$ cat src/rtl/qpi_flash_responder.sv
// Target-side model of a Winbond-style SPI/QPI NOR flash: decodes reset, mode,
// read-parameter and quad read frames and streams bytes from a byte-wide memory port.
module qpi_flash_responder #(
  parameter int RST_CYC = 64,
  parameter int MEM_AW  = 24
) (
  input  logic              HCLK,
  input  logic              HRESETn,
  input  logic              QCS_n,
  input  logic              QCLK_EN,
  input  logic [3:0]        QIO_i,
  output logic [3:0]        QIO_o,
  output logic              QIO_oe,
  output logic              mem_req,
  output logic [MEM_AW-1:0] mem_addr,
  input  logic [7:0]        mem_rdata,
  input  logic              mem_valid,
  output logic              qpi_mode,
  output logic              busy,
  output logic              underrun
);

  localparam int BW = (RST_CYC > 2) ? $clog2(RST_CYC) : 1;

  typedef enum logic [2:0] {
    ST_IDLE, ST_CMD, ST_ADDR, ST_PARAM, ST_DUMMY, ST_DATA, ST_IGNORE
  } state_t;

  state_t            state_r, state_nx_s, cmd_tgt_s;
  logic [2:0]        cnt_r;
  logic [22:0]       sh_r;
  logic [23:0]       full_s;
  logic              step_s, in_cmd_s, cmd_last_s, addr_last_s, param_last_s;
  logic              dummy_last_s, phase_last_s, drive_s;
  logic              qpi_r, latch_r, rst_pend_r, on_pend_r, off_pend_r;
  logic              busy_r, wrap_mode_r;
  logic [BW-1:0]     busy_cnt_r;
  logic [3:0]        dummy_r;
  logic [1:0]        wrap_sel_r;
  logic [MEM_AW-1:0] mem_addr_r, mask_s, inc_s, next_addr_s;
  logic              mem_req_r, req_out_r, buf_vld_r, half_r, low_ok_r;
  logic              qio_oe_r, underrun_r, byte_rdy_s;
  logic [7:0]        buf_r, byte_s;
  logic [3:0]        low_r, qio_o_r;

  // full_s is the shift register with the current bus sample appended
  assign step_s       = ~QCS_n & QCLK_EN;
  assign full_s       = qpi_r ? {sh_r[19:0], QIO_i} : {sh_r[22:0], QIO_i[0]};
  assign in_cmd_s     = (state_r == ST_CMD) || ((state_r == ST_IDLE) && !busy_r);
  assign cmd_last_s   = step_s && in_cmd_s && (cnt_r == (qpi_r ? 3'd1 : 3'd7));
  assign addr_last_s  = step_s && (state_r == ST_ADDR) && (cnt_r == 3'd5);
  assign param_last_s = step_s && (state_r == ST_PARAM) && (cnt_r == 3'd1);
  assign dummy_last_s = step_s && (state_r == ST_DUMMY) && ({1'b0, cnt_r} == dummy_r - 4'd1);
  assign phase_last_s = cmd_last_s | addr_last_s | param_last_s | dummy_last_s;
  assign drive_s      = dummy_last_s || (step_s && (state_r == ST_DATA));

  // A byte returning this very cycle may be driven straight through
  assign byte_rdy_s  = buf_vld_r || (mem_valid && req_out_r);
  assign byte_s      = buf_vld_r ? buf_r : mem_rdata;
  assign mask_s      = (MEM_AW'(4'd8) << wrap_sel_r) - MEM_AW'(1'b1);
  assign inc_s       = mem_addr_r + MEM_AW'(1'b1);
  assign next_addr_s = wrap_mode_r ? ((mem_addr_r & ~mask_s) | (inc_s & mask_s)) : inc_s;

  // Command byte to follow-on phase
  always_comb begin
    cmd_tgt_s = ST_IGNORE;
    if (qpi_r) begin
      case (full_s[7:0])
        8'hC0:        cmd_tgt_s = ST_PARAM;
        8'h0B, 8'h0C: cmd_tgt_s = ST_ADDR;
        default:      cmd_tgt_s = ST_IGNORE;
      endcase
    end else begin
      cmd_tgt_s = ST_IGNORE;
    end
  end

  // Frame FSM next state
  always_comb begin
    state_nx_s = state_r;
    if (QCS_n) begin
      state_nx_s = ST_IDLE;
    end else begin
      case (state_r)
        ST_IDLE:   state_nx_s = busy_r ? ST_IGNORE : ST_CMD;
        ST_CMD:    state_nx_s = cmd_last_s ? cmd_tgt_s : ST_CMD;
        ST_ADDR:   state_nx_s = addr_last_s ? ST_DUMMY : ST_ADDR;
        ST_PARAM:  state_nx_s = param_last_s ? ST_IGNORE : ST_PARAM;
        ST_DUMMY:  state_nx_s = dummy_last_s ? ST_DATA : ST_DUMMY;
        ST_DATA:   state_nx_s = ST_DATA;
        ST_IGNORE: state_nx_s = ST_IGNORE;
        default:   state_nx_s = ST_IDLE;
      endcase
    end
  end

  // State register, per-phase step counter and bus shift register
  always_ff @(posedge HCLK or negedge HRESETn) begin
    if (!HRESETn) begin
      state_r <= ST_IDLE;
      cnt_r   <= 3'd0;
      sh_r    <= 23'd0;
    end else begin
      state_r <= state_nx_s;
      if (QCS_n) begin
        cnt_r <= 3'd0;
      end else if (step_s) begin
        cnt_r <= phase_last_s ? 3'd0 : cnt_r + 3'd1;
      end
      if (step_s) begin
        sh_r <= full_s[22:0];
      end
    end
  end

  // Mode, read parameters, reset-enable latch and post-reset busy window
  always_ff @(posedge HCLK or negedge HRESETn) begin
    if (!HRESETn) begin
      qpi_r       <= 1'b0;
      latch_r     <= 1'b0;
      rst_pend_r  <= 1'b0;
      on_pend_r   <= 1'b0;
      off_pend_r  <= 1'b0;
      busy_r      <= 1'b0;
      busy_cnt_r  <= {BW{1'b0}};
      dummy_r     <= 4'd2;
      wrap_sel_r  <= 2'd0;
      wrap_mode_r <= 1'b0;
    end else begin
      if (QCS_n && rst_pend_r) begin
        qpi_r      <= 1'b0;
        dummy_r    <= 4'd2;
        wrap_sel_r <= 2'd0;
        busy_r     <= (RST_CYC > 0);
        busy_cnt_r <= BW'(RST_CYC - 1);
      end else begin
        if (busy_r) begin
          if (busy_cnt_r == {BW{1'b0}}) busy_r <= 1'b0;
          else busy_cnt_r <= busy_cnt_r - {{(BW-1){1'b0}}, 1'b1};
        end
        if (QCS_n && on_pend_r) qpi_r <= 1'b1;
        if (QCS_n && off_pend_r) qpi_r <= 1'b0;
      end
      if (QCS_n) begin
        rst_pend_r <= 1'b0;
        on_pend_r  <= 1'b0;
        off_pend_r <= 1'b0;
      end
      if (cmd_last_s) begin
        latch_r     <= (full_s[7:0] == 8'h66);
        rst_pend_r  <= (full_s[7:0] == 8'h99) && latch_r;
        on_pend_r   <= !qpi_r && (full_s[7:0] == 8'h38);
        off_pend_r  <= qpi_r && (full_s[7:0] == 8'hFF);
        wrap_mode_r <= (full_s[7:0] == 8'h0C);
      end
      if (param_last_s) begin
        dummy_r    <= ({2'b00, full_s[5:4]} + 4'd1) << 1;
        wrap_sel_r <= full_s[1:0];
      end
    end
  end

  // Read datapath: one outstanding fetch, one buffered byte, nibble output.
  // An underrun on a high nibble skips that slot without fetching ahead.
  always_ff @(posedge HCLK or negedge HRESETn) begin
    if (!HRESETn) begin
      mem_req_r  <= 1'b0;
      mem_addr_r <= {MEM_AW{1'b0}};
      req_out_r  <= 1'b0;
      buf_r      <= 8'h00;
      buf_vld_r  <= 1'b0;
      half_r     <= 1'b0;
      low_r      <= 4'h0;
      low_ok_r   <= 1'b0;
      qio_o_r    <= 4'hF;
      qio_oe_r   <= 1'b0;
      underrun_r <= 1'b0;
    end else begin
      mem_req_r <= 1'b0;
      if (QCS_n) begin
        qio_oe_r  <= 1'b0;
        qio_o_r   <= 4'hF;
        req_out_r <= 1'b0;
        buf_vld_r <= 1'b0;
        half_r    <= 1'b0;
      end else begin
        if (mem_valid && req_out_r) begin
          buf_r     <= mem_rdata;
          buf_vld_r <= 1'b1;
          req_out_r <= 1'b0;
        end
        if (addr_last_s) begin
          mem_req_r  <= 1'b1;
          mem_addr_r <= full_s[MEM_AW-1:0];
          req_out_r  <= 1'b1;
          buf_vld_r  <= 1'b0;
          half_r     <= 1'b0;
        end
        if (drive_s) begin
          qio_oe_r <= 1'b1;
          half_r   <= ~half_r;
          if (!half_r) begin
            if (byte_rdy_s) begin
              qio_o_r    <= byte_s[7:4];
              low_r      <= byte_s[3:0];
              low_ok_r   <= 1'b1;
              buf_vld_r  <= 1'b0;
              mem_req_r  <= 1'b1;
              mem_addr_r <= next_addr_s;
              req_out_r  <= 1'b1;
            end else begin
              qio_o_r    <= 4'hF;
              low_ok_r   <= 1'b0;
              underrun_r <= 1'b1;
            end
          end else if (low_ok_r) begin
            qio_o_r <= low_r;
          end else begin
            qio_o_r    <= 4'hF;
            underrun_r <= 1'b1;
          end
        end
      end
    end
  end

  assign QIO_o    = qio_o_r;
  assign QIO_oe   = qio_oe_r;
  assign mem_req  = mem_req_r;
  assign mem_addr = mem_addr_r;
  assign qpi_mode = qpi_r;
  assign busy     = busy_r;
  assign underrun = underrun_r;

endmodule

$ cat config.mk
export PLATFORM = sky130hd
export DESIGN_NAME = qpi_flash_responder
export DESIGN_NICKNAME = d
export VERILOG_FILES = /design/src/rtl/qpi_flash_responder.sv
export SDC_FILE = /design/constraint.sdc
export NUM_CORES = 1
export LEC_CHECK = 0
export ABC_AREA = 0
export CORE_ASPECT_RATIO = 1.75
export CORE_MARGIN = 5
export CORE_UTILIZATION = 52
export DETAILED_ROUTE_END_ITERATION = 16
export GPL_TIMING_DRIVEN = 0
export HOLD_SLACK_MARGIN = 0.08
export PLACE_DENSITY_LB_ADDON = 0.25
export SLEW_MARGIN = 30
export SYNTH_ARGS = -nofsm -noshare
export SYNTH_HDL_FRONTEND = slang
export SYNTH_SLANG_ARGS = --single-unit
$ cat constraint.sdc
create_clock -name HCLK -period 2.38 [get_ports HCLK]
set_clock_uncertainty 0.15 [all_clocks]
set_input_delay 0.357 -clock HCLK [delete_from_list [all_inputs] [get_ports HCLK]]
set_output_delay 0.357 -clock HCLK [all_outputs]
set_load 0.01 [all_outputs]
==> flow_metrics.env, run 1 <==
export IMPL_failed_checks="negative setup slack"
export IMPL_arrival_ns=2.53
export IMPL_cts_htree_levels=3
export IMPL_die_height_um=143
export IMPL_synth_enable_flop_cells=0
export IMPL_synth_flop_cell="sky130_fd_sc_hd__dfrtp_1"
export IMPL_finalSetupViolCount=9
export IMPL_power_leakage_nw=2.76
export IMPL_synth_most_common_cell="sky130_fd_sc_hd__dfrtp_1"
export IMPL_cts_root_buf="sky130_fd_sc_hd__clkbuf_16"
export IMPL_slew_violations=0
export IMPL_setup_repair_after_global_routing_missed_its_margin="true"
export IMPL_worstSkewPairLatency_ns=0.35
export IMPL_hold_path_class="in -> async"
export IMPL_grt_first_pass_wirelength_mm=25.1
export IMPL_wire_per_inst_um=21.2
export IMPL_grt_busiest_layer="met2"
export IMPL_grt_antenna_before_repair=0
export IMPL_worst_slew_margin_relative_to_its_limit=0.500
export IMPL_path_class="reg -> reg"
export IMPL_timing_critical_path_to_type="register"
export IMPL_netlist_area_um2=5230
export IMPL_r2r_slack_ns=-0.06
export IMPL_timing_limited_maximum_frequency_ghz=0.410
export IMPL_drt_total_wl_mm=16.1
export IMPL_drt_vias_per_instance=6.14
export IMPL_fin_tns_setup_ns=-0.273
export IMPL_yosysSeqAreaShare=0.451
export IMPL_finalWeightedCongestion=0.969
export IMPL_antenna_left=0
export IMPL_synth_net_count=578
export IMPL_yosys_top_cells_area="sky130_fd_sc_hd__dfrtp_1 (43%), sky130_fd_sc_hd__nand2_1 (6.1%), sky130_fd_sc_hd__o21ai_0 (4.7%)"
export IMPL_synthDistinctLibCells=73
export IMPL_largest_net_degree_at_the_start_of_global_routing=71
export IMPL_multi_input_comb_area_um2=2870
export IMPL_power_density_nw_per_um2=560
export IMPL_synth_seq_cells=94
export IMPL_fin_ws_ns=-0.0563
export IMPL_critical_path_reg2reg_startpoint="state_r[1]"
export IMPL_critical_path_max_fanout=5
export IMPL_worst_setup_path_start_kind="register"
export IMPL_post_layout_nonfiller_instances=761
export IMPL_insertedDiodeCount=0
export IMPL_max_cap_viol_count=0
export IMPL_clockBufferDepth=2
export IMPL_io_pin_count=50
export IMPL_worst_endpoint_required_ns=2.47
export IMPL_grt_pass1_vias=4752
export IMPL_final_layout_size_suffix_gt1_frac=0.220
export IMPL_post_layout_total_power_w=0.00379
export IMPL_placement_rows=48
export IMPL_detailedRoute_firstIterationViolations=350
export IMPL_met3_global_route_usage=0.0508
export IMPL_first_pass_iters=5
export IMPL_nets=659
export IMPL_synth_area_per_cell_um2=9.50
export IMPL_die_area_um2=12200
export IMPL_placement_io_buffers=48
export IMPL_detailed_place_hpwl_mm=11.4
export IMPL_met1_demand_to_capacity_share_in_global_routing=0.279
export IMPL_r2r_cells=8
export IMPL_postPlaceCellArea_um2=5890
export IMPL_netlist_top_cells_count="sky130_fd_sc_hd__dfrtp_1 (89), sky130_fd_sc_hd__nand2_1 (85), sky130_fd_sc_hd__o21ai_0 (49)"
export IMPL_floorplan_initialDensity=0.531
export IMPL_synthDominantCellAreaShare=0.426
export IMPL_outcome="complete, but fails checks"
export IMPL_sequential_cell_area_um2=2360
export IMPL_worst_setup_hold_path_clk_slew_ns=0.07
export IMPL_synth_instances=550
export IMPL_hold_violations=0
export IMPL_synthesis_yosys_warnings=0
export IMPL_die_width_um=85.8
export IMPL_maximum_resistive_drop_on_vdd_v=0.000470
export IMPL_core_area_um2=9850
export IMPL_groute_layer_met2_usage=0.485
export IMPL_tightest_slew_ns=0.750
export IMPL_area_growth_syn_to_layout_pct=29.5
export IMPL_cts_inserted_buffers=9
export IMPL_async_flop_share=1.00
export IMPL_tritoncts="yes"
export IMPL_detail_route_drc_violations=0
export IMPL_period_needed_ns=2.44
export IMPL_yosysTopAreaCell="sky130_fd_sc_hd__dfrtp_1"
export IMPL_fin_area_um2=6770
export IMPL_dp_cells=724
export IMPL_layout_worst_path_cycle_share=1.02
export IMPL_grt_overflow=0
export IMPL_fillers=783
export IMPL_num_vias=4670
export IMPL_grt_util_all_layers=0.270
export IMPL_cts_num_sinks=94
## repair_timing
| action | CTS | global route |
|---|---|---|
| hold buffers | 1 | 0 |
| pin swaps | 11 | 16 |
| resized for setup | 31 | 44 |
| setup endpoints to repair | 45 | 37 |
| buffers inserted | 9 | 9 |
| gates cloned | 3 | 0 |
| hold endpoints to repair | 64 | 0 |
## worst max-delay path, cell delays in order (launching register included)
cell	delay (ns)
sky130_fd_sc_hd__dfrtp_1	0.38
sky130_fd_sc_hd__buf_6	0.12
sky130_fd_sc_hd__or3b_4	0.39
sky130_fd_sc_hd__nor4_4	0.36
sky130_fd_sc_hd__a21oi_4	0.14
sky130_fd_sc_hd__buf_4	0.16
sky130_fd_sc_hd__o41ai_2	0.25
sky130_fd_sc_hd__a21oi_1	0.11
sky130_fd_sc_hd__a311oi_1	0.27
## placed cells by master (no fill, tap or decap), types with 6 or more instances in the layout
cell                              synthesis  layout
sky130_fd_sc_hd__dfrtp_1                 89      86
sky130_fd_sc_hd__a21oi_1                 23      19
sky130_fd_sc_hd__buf_4                    1      19
sky130_fd_sc_hd__nand3b_1                 8       8
sky130_fd_sc_hd__clkbuf_1                15      12
sky130_fd_sc_hd__clkdlybuf4s50_1          0      46
sky130_fd_sc_hd__buf_6                    5       6
sky130_fd_sc_hd__o21ai_1                  2       8
sky130_fd_sc_hd__mux2i_1                 24      21
sky130_fd_sc_hd__xnor2_1                  7       6
sky130_fd_sc_hd__nand3_1                 12      10
sky130_fd_sc_hd__nor3_1                  21      16
sky130_fd_sc_hd__o21ai_0                 49      43
sky130_fd_sc_hd__mux2_2                  17      17
sky130_fd_sc_hd__inv_1                   22      21
sky130_fd_sc_hd__o22ai_1                  7       6
sky130_fd_sc_hd__clkbuf_16                0       9
sky130_fd_sc_hd__a31oi_1                  9       8
sky130_fd_sc_hd__nand2_1                 85      85
sky130_fd_sc_hd__a211oi_1                 8       7
sky130_fd_sc_hd__ha_1                    11       9
sky130_fd_sc_hd__nand2b_1                 8       8
sky130_fd_sc_hd__nor2_1                  29      27
## logic make-up after synthesis
kind of cell,after synthesis,synth area share
XOR/XNOR,9,0.0151
multiplexers,41,0.0826
AO/OA/AOI/OAI,140,0.176
AND/OR/NAND/NOR,201,0.193
adder cells (fa/ha/maj),11,0.0263
flip-flops,94,0.451
buffers and inverters,54,0.0558
## report_power, final
group          total (W)  internal (W)  switching, W
logic           0.000452      0.000174      0.000278
registers        0.00177       0.00168     0.0000834
clock network    0.00157      0.000952      0.000618
total            0.00379       0.00281      0.000979
## cell type report
class	instances	area share
well taps	125	0.0231
clock inverters	5	0.0120
multi-input cells	402	0.425
clock buffers	11	0.0359
plain buffers	30	0.0342
flip-flops and latches	94	0.349
inverters	23	0.0131
repair buffers	71	0.108
## layer usage
layer	vias to the layer above	wire (um)
met2	194	8540
met3	71	750
met4	0	1150
met5	-	0
li1	2140	-
met1	2265	5690
## how the worst max path moves through the flow
| stage | start | end | slack [ns] | cells after the start |
|---|---|---|---|---|
| floorplan | dummy_r[1] | register | 0.09 | 9 |
| global placement | HRESETn | busy_cnt_r[0] | -2.68 | 1 |
| detailed placement | QCLK_EN | register | -0.65 | 8 |
| CTS | qpi_mode | state_r[2] | -0.06 | 8 |
| global route | state_r[1] | register | -0.18 | 8 |
| finish | state_r[1] | register | -0.06 | 8 |
## through the flow
stage | hold WS [ns] | setup slack (ns) | utilization
finish | 0.281 | -0.0563 | 0.687
global route | 0.321 | -0.177 | 0.687
global placement | 0.314 | -2.68 | 0.595
floorplan | -0.0886 | 0.0907 | -
CTS | 0.285 | -0.0631 | 0.660
detailed placement | 0.0838 | -0.649 | 0.598
Power figures use the tool's default switching activity.
==> run 2, diff against run 1 <==
--- a/config.mk
+++ b/config.mk
@@ -9,6 +9,7 @@
 export CORE_ASPECT_RATIO = 1.75
 export CORE_MARGIN = 5
 export CORE_UTILIZATION = 52
+export CTS_CLUSTER_DIAMETER = 30
 export DETAILED_ROUTE_END_ITERATION = 16
 export GPL_TIMING_DRIVEN = 0
 export HOLD_SLACK_MARGIN = 0.08
==> results of run 2 <==
Same layout as run 1: the final DEF is identical, and so are final timing and power.
